**config.mk**
```make
export PLATFORM = sky130hd
export DESIGN_NAME = sock_bus_arbiter
export DESIGN_NICKNAME = d
export VERILOG_FILES = /design/src/rtl/sock_bus_arbiter.sv
export SDC_FILE = /design/constraint.sdc
export NUM_CORES = 1
export LEC_CHECK = 0
export ABC_AREA = 1
export CORE_ASPECT_RATIO = 1.25
export CORE_MARGIN = 5
export CORE_UTILIZATION = 40
export CTS_CLUSTER_SIZE = 16
export DETAILED_ROUTE_END_ITERATION = 7
export MAX_ROUTING_LAYER = met4
export PLACE_DENSITY = 0.79
export SETUP_SLACK_MARGIN = 0.1
export SLEW_MARGIN = 20
export SYNTH_ARGS = -nofsm -noshare
export SYNTH_HDL_FRONTEND = slang
export SYNTH_SLANG_ARGS = --single-unit
```
**constraint.sdc**
```tcl
create_clock -name clk -period 2.9 [get_ports clk]
set_clock_uncertainty 0.1 [all_clocks]
set_input_delay 0.58 -clock clk [delete_from_list [all_inputs] [get_ports clk]]
set_output_delay 0.58 -clock clk [all_outputs]
set_load 0.1 [all_outputs]
```
**src/rtl/sock_bus_arbiter.sv**
```systemverilog
//-----------------------------------------------------------------------------
// sock_bus_arbiter
//
// Round-robin arbiter and transaction sequencer. It shares one register-bus
// master between NREQ socket command channels. One channel is granted at a
// time. Its command is driven onto the bus, and a timeout guards the
// handshake. The response goes back to the granted channel as a one-cycle
// pulse.
//
// Ports
//   clk        system clock, rising edge
//   rstn       asynchronous active-low reset
//   req_valid  per-channel command valid
//   req_ready  per-channel command accept (one-hot or zero, IDLE only)
//   req_write  per-channel direction, 1 = write
//   req_addr   packed addresses, channel i at [i*AW +: AW]
//   req_wdata  packed write data, channel i at [i*DW +: DW]
//   rsp_valid  one-cycle response pulse to the granted channel
//   rsp_rdata  read data (0 for writes and timeouts), held until next response
//   rsp_err    1 = transaction aborted by timeout
//   bus_req    bus request, held until ack or timeout
//   bus_write  bus direction
//   bus_addr   bus address
//   bus_wdata  bus write data
//   bus_ack    bus completion pulse
//   bus_rdata  bus read data, valid with bus_ack
//   busy       high whenever not IDLE
//   grant_id   index of the current or last granted channel
//-----------------------------------------------------------------------------
`timescale 1ns/1ps
module sock_bus_arbiter #(
   parameter int NREQ    = 4,
   parameter int AW      = 16,
   parameter int DW      = 32,
   parameter int TIMEOUT = 255
) (
   input  logic                     clk,
   input  logic                     rstn,
   input  logic [NREQ-1:0]          req_valid,
   output logic [NREQ-1:0]          req_ready,
   input  logic [NREQ-1:0]          req_write,
   input  logic [NREQ*AW-1:0]       req_addr,
   input  logic [NREQ*DW-1:0]       req_wdata,
   output logic [NREQ-1:0]          rsp_valid,
   output logic [DW-1:0]            rsp_rdata,
   output logic                     rsp_err,
   output logic                     bus_req,
   output logic                     bus_write,
   output logic [AW-1:0]            bus_addr,
   output logic [DW-1:0]            bus_wdata,
   input  logic                     bus_ack,
   input  logic [DW-1:0]            bus_rdata,
   output logic                     busy,
   output logic [$clog2(NREQ)-1:0]  grant_id
);

   localparam int GW = $clog2(NREQ);
   localparam int CW = $clog2(TIMEOUT + 1);

   localparam logic [1:0] S_IDLE = 2'd0;
   localparam logic [1:0] S_BUS  = 2'd1;
   localparam logic [1:0] S_RESP = 2'd2;

   logic [1:0]    state_q, state_d;
   logic [GW-1:0] last_grant_q, last_grant_d;
   logic [GW-1:0] grant_q, grant_d;
   logic          bus_write_q, bus_write_d;
   logic [AW-1:0] bus_addr_q, bus_addr_d;
   logic [DW-1:0] bus_wdata_q, bus_wdata_d;
   logic [CW-1:0] cnt_q, cnt_d;
   logic [DW-1:0] rdata_q, rdata_d;
   logic          err_q, err_d;

   logic [GW-1:0] winner;
   logic          found;
   logic [GW:0]   scan_idx;

   // Rotating priority scan: start one past the last grant and wrap, so the
   // channel just served has the lowest priority in the next arbitration.
   always_comb begin
      winner   = '0;
      found    = 1'b0;
      scan_idx = '0;
      for (int k = 1; k <= NREQ; k++) begin
         scan_idx = {1'b0, last_grant_q} + (GW+1)'(k);
         if (scan_idx >= (GW+1)'(NREQ)) begin
            scan_idx = scan_idx - (GW+1)'(NREQ);
         end
         if (!found && req_valid[scan_idx[GW-1:0]]) begin
            found  = 1'b1;
            winner = scan_idx[GW-1:0];
         end
      end
   end

   // req_ready is combinational, so it is also gated by rstn. This keeps
   // every output low while reset is held.
   always_comb begin
      req_ready = '0;
      if (rstn && (state_q == S_IDLE) && found) begin
         req_ready[winner] = 1'b1;
      end
   end

   always_comb begin
      rsp_valid = '0;
      if (state_q == S_RESP) begin
         rsp_valid[grant_q] = 1'b1;
      end
   end

   always_comb begin
      state_d      = state_q;
      last_grant_d = last_grant_q;
      grant_d      = grant_q;
      bus_write_d  = bus_write_q;
      bus_addr_d   = bus_addr_q;
      bus_wdata_d  = bus_wdata_q;
      cnt_d        = cnt_q;
      rdata_d      = rdata_q;
      err_d        = err_q;
      case (state_q)
         S_IDLE: begin
            if (found) begin
               grant_d     = winner;
               bus_write_d = req_write[winner];
               bus_addr_d  = req_addr[32'(winner)*AW +: AW];
               bus_wdata_d = req_wdata[32'(winner)*DW +: DW];
               cnt_d       = '0;
               state_d     = S_BUS;
            end
         end
         S_BUS: begin
            cnt_d = cnt_q + CW'(1);
            // An ack takes priority over the timeout when both land in the same cycle.
            if (bus_ack) begin
               rdata_d = bus_write_q ? '0 : bus_rdata;
               err_d   = 1'b0;
               state_d = S_RESP;
            end else if (cnt_q == CW'(TIMEOUT - 1)) begin
               rdata_d = '0;
               err_d   = 1'b1;
               state_d = S_RESP;
            end
         end
         S_RESP: begin
            last_grant_d = grant_q;
            state_d      = S_IDLE;
         end
         default: state_d = S_IDLE;
      endcase
   end

   always_ff @(posedge clk or negedge rstn) begin
      if (!rstn) begin
         state_q      <= S_IDLE;
         last_grant_q <= GW'(NREQ - 1);
         grant_q      <= '0;
         bus_write_q  <= 1'b0;
         bus_addr_q   <= '0;
         bus_wdata_q  <= '0;
         cnt_q        <= '0;
         rdata_q      <= '0;
         err_q        <= 1'b0;
      end else begin
         state_q      <= state_d;
         last_grant_q <= last_grant_d;
         grant_q      <= grant_d;
         bus_write_q  <= bus_write_d;
         bus_addr_q   <= bus_addr_d;
         bus_wdata_q  <= bus_wdata_d;
         cnt_q        <= cnt_d;
         rdata_q      <= rdata_d;
         err_q        <= err_d;
      end
   end

   // bus_req is decoded from the state, so an asynchronous reset drops it at once.
   assign bus_req   = (state_q == S_BUS);
   assign busy      = (state_q != S_IDLE);
   assign bus_write = bus_write_q;
   assign bus_addr  = bus_addr_q;
   assign bus_wdata = bus_wdata_q;
   assign rsp_rdata = rdata_q;
   assign rsp_err   = err_q;
   assign grant_id  = grant_q;

endmodule
```
Yosys cells after proc, flatten, opt, wreduce, memory -nomap -nowiden
Cells that the tools add are included.
W data, S select, Z words.
{"block": "classes", "addsub": 9, "n_lt_le_gt_ge": 12, "eq_ne": 5, "shifts": 2, "mux": 39, "n_reduce_logical": 18}
{"op": "$shiftx A128 B8 Y32", "n": 1}
{"op": "$mux W32", "n": 3}
{"op": "$shiftx A64 B7 Y16", "n": 1}
{"op": "$mux W2", "n": 11}
{"op": "$lt A2 B3 Y1 const B", "n": 6}
{"op": "$pmux W8 S2", "n": 1}
{"op": "$mux W1", "n": 13}
{"op": "$ge A3 B3 Y1 const B", "n": 4}
{"op": "$bmux W1 S2", "n": 5}
{"op": "$add A8 B1 Y8 const B", "n": 1}
{"op": "$eq A8 B8 Y1 const B", "n": 1}
{"op": "$mux W4", "n": 2}
{"op": "$mux W8", "n": 1}
{"op": "$reduce_and A2 Y1", "n": 4}
{"op": "$sub A2 B1 Y2 const B", "n": 4}
{"op": "$logic_and A1 B1 Y1", "n": 7}
{"op": "$add A2 B2 Y3 const B", "n": 2}
{"op": "$reduce_bool A2 Y1", "n": 3}
{"op": "$demux W1 S2", "n": 2}
{"op": "$ge A2 B1 Y1 const B", "n": 2}
{"op": "$pmux W2 S2", "n": 1}
{"op": "$add A2 B1 Y3 const B", "n": 1}
{"op": "$add A2 B3 Y3 const B", "n": 1}
{"op": "$logic_not A1 Y1", "n": 3}
{"op": "5 further kinds", "n": 5}
{"block": "totals", "regBits": 96, "inputBits": 235, "output_inout_bits": 94, "elab_cells": 94}

Depth between registers and ports, before layout
Gate-level depths: netlist of run 1.
{"block": "logic_depth", "word_depth": 20, "depth_mapped": 19, "ltp_nobuf": 16}

Worst setup path before layout of run 1
OpenSTA, ideal clock, no wires.
{"block": "synth_path", "path_kind": "register to output", "startpoint": "register last_grant_q[0]", "endpoint": "output req_ready[0]", "arrival_time_ns": 3.765, "required_ns": 2.220, "path_slack_ns": -1.545, "stages_incl_launch_ff": 13, "n_path_buf": 3, "cell_sequence": "dfstp_2 -> buf_4 -> inv_2 -> nand2_1 -> and2_1 -> nor2_1 -> nor2_1 -> nand3_4 -> nand2_2 -> buf_6 -> buf_2 -> inv_1 -> nor3_1"}
{"block": "synth_between", "elab_chain_cells": 20, "elab_cells_between_ends": 45, "cone_classes": "add/sub (8); order compare (6); mux (23); reduce/logical (8)"}
{"element": "from (decl)", "line_no": "65", "rtl": "logic [GW-1:0] last_grant_q, last_grant_d;"}
{"element": "from (signal assigned)", "line_no": "157", "rtl": "last_grant_q <= GW'(NREQ - 1);"}
{"element": "from (signal assigned)", "line_no": "167", "rtl": "last_grant_q <= last_grant_d;"}
{"element": "$add A2 B1 Y3", "line_no": "85", "rtl": "scan_idx = {1'b0, last_grant_q} + (GW+1)'(k);"}
{"element": "$ge A3 B3 Y1 or $sub A2 B1 Y2 (tied branches)", "line_no": "86, 87"}
{"element": "$mux W2", "line_no": "86", "rtl": "if (scan_idx >= (GW+1)'(NREQ)) begin"}
{"element": "$bmux W1 S2", "line_no": "89", "rtl": "if (!found && req_valid[scan_idx[GW-1:0]]) begin"}
{"element": "$mux W1 (not written as such)", "line_no": "89"}
{"element": "$mux W1", "line_no": "89"}
{"element": "$logic_not A1 Y1", "line_no": "89"}
{"element": "$logic_and A1 B1 Y1", "line_no": "89"}
{"element": "[... 4 more ...]"}
{"element": "$logic_not A1 Y1", "line_no": "89"}
{"element": "$logic_and A1 B1 Y1", "line_no": "89"}
{"element": "$mux W2", "line_no": "89"}
{"element": "$lt A2 B3 Y1 (not written as such) or $ge A2 B1 Y1 (tied branches)", "line_no": "101", "rtl": "req_ready[winner] = 1'b1;"}
{"element": "$logic_and A1 B1 Y1 (not written as such)", "line_no": "101"}
{"element": "$mux W1 (not written as such)", "line_no": "101"}
{"element": "$demux W1 S2", "line_no": "101"}
{"element": "$mux W4 *", "line_no": "100", "rtl": "if (rstn && (state_q == S_IDLE) && found) begin"}
{"element": "to (decl)", "line_no": "40", "rtl": "output logic [NREQ-1:0] req_ready,"}
Mark *: on every way between the ends. The rest lies on a longest branch, timed or not. The select of a mux whose other input is x is not followed.

Worst setup path in the final report of run 1
Ends and elaborated chain as after synthesis.

==> results of run 1 <==
==> what timing repair did <==
action                                  4_1_cts  5_1_grt
hold buffers                                  1        0
endpoints found under the hold margin         1        0
endpoints found under the setup margin        4        4
cloned                                        0        0
pin swaps                                    23       11
gates resized for setup                      33        8
setup buffers                                15        4
==> kinds of logic (layout without fill, tap and decap cells) <==
logic type                 after synthesis  in the layout  share of synthesized area
adders and majority gates                2              2                    0.00414
other                                    0              3                          0
and+or+nand+nor                        765            765                      0.511
DFF                                     96             96                      0.398
buffers and inverters                   86            406                     0.0649
AOI/OAI and AO/OA                       22             22                     0.0203
xor gates and xnor gates                 1              1                    0.00145
==> area by class of cell <==
cell class	count	area (sq um)	share of cell area
multi-input combinational	790	3420	0.347
inverter	24	103	0.0104
clock buffer	10	239	0.0242
timing repair buffer	366	3420	0.346
clock inverter	6	47.5	0.00482
sequential	96	2400	0.244
antenna	3	7.51	0.000761
tap	182	228	0.0231
==> registers in the layout (all words and copies together), names as in the netlist <==
register	cells
rsp_rdata	32
bus_wdata	32
cnt_q	8
bus_write	1
bus_addr	16
state_q	2
last_grant_q	2
grant_id	2
rsp_err	1
==> routing by layer <==
metal | share of wire | up-vias
met5 | 0 | -
met4 | 0.042 | 0
met3 | 0.071 | 54
met2 | 0.51 | 263
met1 | 0.38 | 3388
li1 | - | 3665
==> worst min-delay path by stage <==
stage / from / end / slack [ns] / cells past startpoint
2_1_floorplan: rstn / bus_addr[0] / 0.18 / 0
3_5_place_dp: rstn / grant_id[0] / 0.30 / 1
5_1_grt: rstn / last_grant_q[0] / 0.12 / 1
4_1_cts: rstn / last_grant_q[1] / 0.12 / 1
6_report: rstn / last_grant_q[0] / 0.12 / 1
3_3_place_gp: rstn / grant_id[0] / 0.30 / 1
==> worst register-to-register path, stage by stage (launching register included) <==
cell and delay [ns]:
dfstp_2 0.59, buf_6 0.12, nand2_2 0.05, nand2_2 0.10, nand2_1 0.08, nand2_2 0.10
inv_2 0.05, nand3_4 0.13, buf_4 0.14, buf_4 0.11, buf_4 0.37, nand3_1 0.22
nand2_1 0.16, nand2_1 0.06, nand2_1 0.06, nand2_1 0.04, nand2_1 0.07
==> cells in the mapped netlist, types with 2 or more instances <==
master / instances
a21oi_1: 4
buf_1: 7
buf_2: 22
buf_4: 9
clkbuf_1: 23
dfrtp_1: 94
dfstp_2: 2
ha_1: 2
inv_1: 17
inv_2: 6
nand2_1: 600
nand2_2: 3
nand3_1: 138
nor2_1: 14
nor3_1: 6
o21ai_0: 13
o22ai_1: 2
==> metrics by stage <==
stage	hold WS [ns]	utilization	worst slack, ns
6_report	0.125	0.663	-0.00592
5_1_grt	0.120	0.663	-0.115
4_1_cts	0.118	0.659	0.0268
3_5_place_dp	0.302	0.626	-0.110
3_3_place_gp	0.301	0.626	-0.0712
2_1_floorplan	0.184	-	-0.186
==> impl_results.md, run 1 <==
- DR vias/cell: between 4 and 5
- Max incr delay on CP: 0.59 ns
- Grt peak-use layer: met2
- Starting density of the core: 0.406
- Cell taking the most area after synthesis: dfrtp_1
- Largest net degree at the start of global routing: 89
- Setup_tns: -0.00691 ns
- Status: finished, violations left
- Crit path DAT: 2.23 ns
- R2r endpoint: bus_addr[11]
- Cells after DPL: 1438
- PortBufs: 328
- Cell variety after synth: 27
- Final Cycle Share: 1.00
- Syn Nets: approximately 1200
- Rows: 50
- Post-DP HPWL: 17900 um
- WL final: 24100 um
- Post-Place Cell Area: 9320 sq um
- Worst slew pin tran: 0.834 ns
- Layout Area Growth over Synthesis: 63.4%
- Top_reg_cell synth: dfrtp_1
- DR WL/cell: 16.3 um
- CTS clock-pin slew for the worst setup and hold paths: 0.07 ns
- Post-synth EDFFs: 0
- CTS Buf Count: 9
- GRT overflow: 0
- Met1 Resource Use GR: 0.301
- Final hold vios: 0
- Instance count on the critical path: 11
- Critical path's slowest cell: dfstp_2
- Hold Crit Class: in -> async
- Total global-route track usage: 0.273
- Clock sink count: 96
- Residual DRC: 0
- Ys Warns: 0
- Failing checks: negative setup slack
- Met2 Usage GRT: 0.469
- Commonest non-fill, non-tap cell in the layout: nand2_1
- Slew Viols, Final: 0
- Slew headroom: 0.444
- Critical path endpoint: req_ready[0]
- Yosys top cell area share: 0.390
- Synth area leaders: dfrtp_1 39%, nand2_1 37%, nand3_1 11%
- Synthesized area per cell: around 6.2 sq um
- Gp weighted congestion: ~0.92
- Reg2reg setup slack: 0.28 ns
- RSZ-0062 raised after global routing: true
- CTS tree: done
- Clock buffer depth: 2
- Global-route wire length before repair: 37000 um
- Via count: 7370
- Die Area: 17700 sq um
- Synthesized area: 6040 sq um
- Io pins: between 300 and 400
- Met3 usage: 0.0674
- 1st-pass router iterations: 5
- Final worst setup slack: -0.00592 ns
- Fin cells: roughly 1500
- Skew-Pair Late Insertion Delay: about 0.34 ns
- Layout cells sized above 1: 0.156
- R2R cell count: 16
- Minimum clock period: 2.91 ns
- Ys async rst share: 1.00
- Die Width: 120 um
- Clk root buf: clkbuf_16
- Register area share after synthesis: 0.398
- Antenna violations before repair: 3
- Number of nets in the layout: 1524
- Worst r2r src: last_grant_q[0]
- H-tree Lvls: 3
- Max frequency: 0.344 GHz
- Die Y: 147 um
- CP max FO: 7
- Final setup fails: 2
- Vias in the first global route: 7138
- Post-layout instance area: 9870 sq um
- Final ANT Viol Nets: 0
- Setup crit start kind: flop
- Maxcap violations: 0
- Core Box Area: 14900 sq um
- CP cell instances: inv_4, nand2_1, and2_4, nor2_4, nor2_4, inv_2, nand4_1, nand2_4, buf_4, nor3_4, buf_12
- Fill cell count: 1332
- Most frequent cells in the layout: 578 x nand2_1, 229 x clkdlybuf4s50_1, 137 x nand3_1, 122 x buf_4, 94 x dfrtp_1
- Seq cells post-synth: between 90 and 100
- WP buf/inv: 4
- Critical path's top delay family: simple AND/OR/NAND/NOR gates
- Starting DRT DRC Count: 480
- Worst setup EP type: primary output
- Critical Path RT: 2.22 ns
- Syn Inst Count: 972
- Crit path from: last_grant_q[0]
- Critical setup path kind: reg -> out
- Most common cell on crit path: nor2_4
Power of run 1 is not shown: default switching activity piles up to over one toggle a cycle in this logic, so the estimate is an artifact.
==> run 2: changes to the inputs <==
--- a/config.mk
+++ b/config.mk
@@ -6,15 +6,14 @@
 export NUM_CORES = 1
 export LEC_CHECK = 0
 export ABC_AREA = 1
-export CORE_ASPECT_RATIO = 1.25
-export CORE_MARGIN = 5
-export CORE_UTILIZATION = 40
+export CORE_AREA = 2 2 126 128
 export CTS_CLUSTER_SIZE = 16
 export DETAILED_ROUTE_END_ITERATION = 7
+export DIE_AREA = 0 0 128 130
 export MAX_ROUTING_LAYER = met4
 export PLACE_DENSITY = 0.79
+export RECOVER_POWER = 25
 export SETUP_SLACK_MARGIN = 0.1
-export SLEW_MARGIN = 20
 export SYNTH_ARGS = -nofsm -noshare
 export SYNTH_HDL_FRONTEND = slang
 export SYNTH_SLANG_ARGS = --single-unit
==> run 2 against run 1 <==
  * The flow still finishes with violations (negative setup slack)
  * Register-to-register slack got worse by 0.02 ns
  * Maximum frequency fell by 1.9%
  * First-iteration DRC count is 4.0% lower
  * Flip-flop and latch count unchanged
  * Sequential share of layout area up 0.084 points
  * Critical path type unchanged
  * Die area fell by 5.8%
  * Highest routed layer unchanged
  * Cell area decreased by 0.34%
  * Critical path depth rose by 1
  * Via count fell by 0.16%
  * Clock-buffer cell count unchanged
  * Wire length is 2.9% lower
==> impl_results.md, run 2 (synthesized netlist as in run 1, its figures left out) <==
- CP max FO: 7 (unchanged)
- Starting DRT DRC Count: 461 (was 480)
- Final Cycle Share: 1.02 (was 1.00)
- CTS clock-pin slew for the worst setup and hold paths: 0.07 ns (about the same)
- WL final: 23400 um (was 24100 um)
- Maxcap violations: 0 (unchanged)
- CTS tree: done (unchanged)
- DR vias/cell: 4.99 (about the same)
- Setup crit start kind: flop (unchanged)
- Critical setup path kind: reg -> out (unchanged)
- Die Area: 16600 sq um (was 17700 sq um)
- Final hold vios: 0 (unchanged)
- Io pins: 329 (unchanged)
- Status: finished, violations left (unchanged)
- Starting density of the core: 0.391 (was 0.406)
- Layout cells sized above 1: 0.150 (was 0.156)
- Die Y: 130 um (was 147 um)
- Number of nets in the layout: 1516 (was 1524)
- # hold bufs at CTS: 0 (was 1)
- Slew Viols, Final: 0 (unchanged)
- Antenna violations before repair: 0 (was 3)
- Hold Crit Class: in -> async (unchanged)
- CTS Buf Count: 9 (unchanged)
- Rows: 46 (was 50)
- Layout Area Growth over Synthesis: 62.9% (was 63.4%)
- Commonest non-fill, non-tap cell in the layout: nand2_1 (unchanged)
- Max frequency: 0.338 GHz (was 0.344 GHz)
- Worst slew pin tran: 0.682 ns (was 0.834 ns)
- Failing checks: negative setup slack (unchanged)
- Final worst setup slack: -0.0628 ns (was -0.00592 ns)
- Total global-route track usage: 0.287 (was 0.273)
- Minimum clock period: 2.96 ns (was 2.91 ns)
- GRT overflow: 0 (unchanged)
- Most frequent cells in the layout: 580 x nand2_1, 229 x clkdlybuf4s50_1, 135 x nand3_1, 115 x buf_4, 94 x dfrtp_1 (was 578 x nand2_1, 229 x clkdlybuf4s50_1, 137 x nand3_1, 122 x buf_4, 94 x dfrtp_1)
- Fill cell count: 1375 (was 1332)
- Worst r2r src: last_grant_q[0] (unchanged)
- Final ANT Viol Nets: 0 (unchanged)
- Clk root buf: clkbuf_16 (unchanged)
- Clock sink count: 96 (unchanged)
- Gp weighted congestion: 0.936 (was 0.919)
- PortBufs: 328 (unchanged)
- Critical Path RT: 2.22 ns (about the same)
- DR WL/cell: 15.8 um (was 16.3 um)
- Worst setup EP type: primary output (unchanged)
- H-tree Lvls: 3 (unchanged)
- Crit path from: last_grant_q[0] (unchanged)
- Slew headroom: 0.546 (was 0.444)
- R2R cell count: 17 (was 16)
- Vias in the first global route: 6888 (was 7138)
- Final setup fails: 4 (was 2)
- Largest net degree at the start of global routing: 99 (was 89)
- Residual DRC: 0 (unchanged)
- RSZ-0062 raised after global routing: true (unchanged)
- Global-route wire length before repair: 36200 um (was 37000 um)
- Die Width: 128 um (was 120 um)
- Reg2reg setup slack: 0.26 ns (was 0.28 ns)
- Setup_tns: -0.0852 ns (was -0.00691 ns)
- Crit path DAT: 2.28 ns (was 2.23 ns)
- R2r endpoint: bus_write (was bus_addr[11])
- 1st-pass router iterations: 5 (unchanged)
- Critical path endpoint: req_ready[2] (was req_ready[0])
- Via count: 7358 (was 7370)
- Diodes inserted: 0 (was 3)
- Clock buffer depth: 2 (unchanged)
- Skew-Pair Late Insertion Delay: 0.35 ns (was 0.34 ns)
- Core Box Area: 15400 sq um (was 14900 sq um)
- Post-DP HPWL: 16700 um (was 17900 um)
## run 2: per-stage QoR
step                      area, sq um  setup slack [ns]  instances  hold slack [ns]   util
after floorplan                  6150            -0.186        972            0.184      -
after global placement           9340           -0.0683       1449            0.363  0.606
after detailed placement         9340            -0.204       1449            0.366  0.606
after CTS                        9760           -0.0433       1473            0.300  0.633
after global routing             9840            -0.145       1475            0.355  0.638
final                            9840           -0.0628       1475            0.314  0.638
## run 2: cell type report
type	instances	area, sq um	share of cell area
Timing Repair Buffer	358	3360	0.341
Clock inverter	5	57.6	0.00585
Clock buffer	10	239	0.0243
Multi-Input combinational cell	790	3440	0.349
Tap cell	192	240	0.0244
Inverter	24	103	0.0104
Sequential cell	96	2400	0.244
## run 2: repair_timing
| item | 4_1_cts | 5_1_grt |
|---|---|---|
| endpoints found under the setup margin | 4 | 8 |
| pin swaps | 18 | 11 |
| resized for setup | 23 | 17 |
| buffers inserted | 9 | 2 |
## run 2: worst min-delay path by stage
stage	slack, ns	to	cells after the start
after floorplan	0.18	bus_addr[0]	0
after global placement	0.36	rsp_rdata[30]	2
after detailed placement	0.37	rsp_rdata[26]	2
after CTS	0.30	rsp_rdata[13]	2
after global routing	0.35	rsp_rdata[13]	2
final	0.31	rsp_rdata[13]	2
## run 2: layer usage
metal	up-vias	part of all wire	global-route usage
met2	291	0.50	0.480
met5	-	0	-
li1	3637	-	-
met1	3386	0.41	0.352
met4	0	0.029	0.103
met3	44	0.061	0.0529
## run 2: worst max-delay path, stage by stage, from the launching register on
cell,delay (ns)
dfstp_2,0.57
buf_6,0.14
nand2_1,0.07
nand2_2,0.10
nand2_2,0.08
nand2_2,0.10
nor2_4,0.06
nand3_4,0.10
nand2_4,0.07
inv_4,0.09
nand2_8,0.07
nor3_4,0.26
buf_12,0.21
Power of run 2 is left out for the same reason.
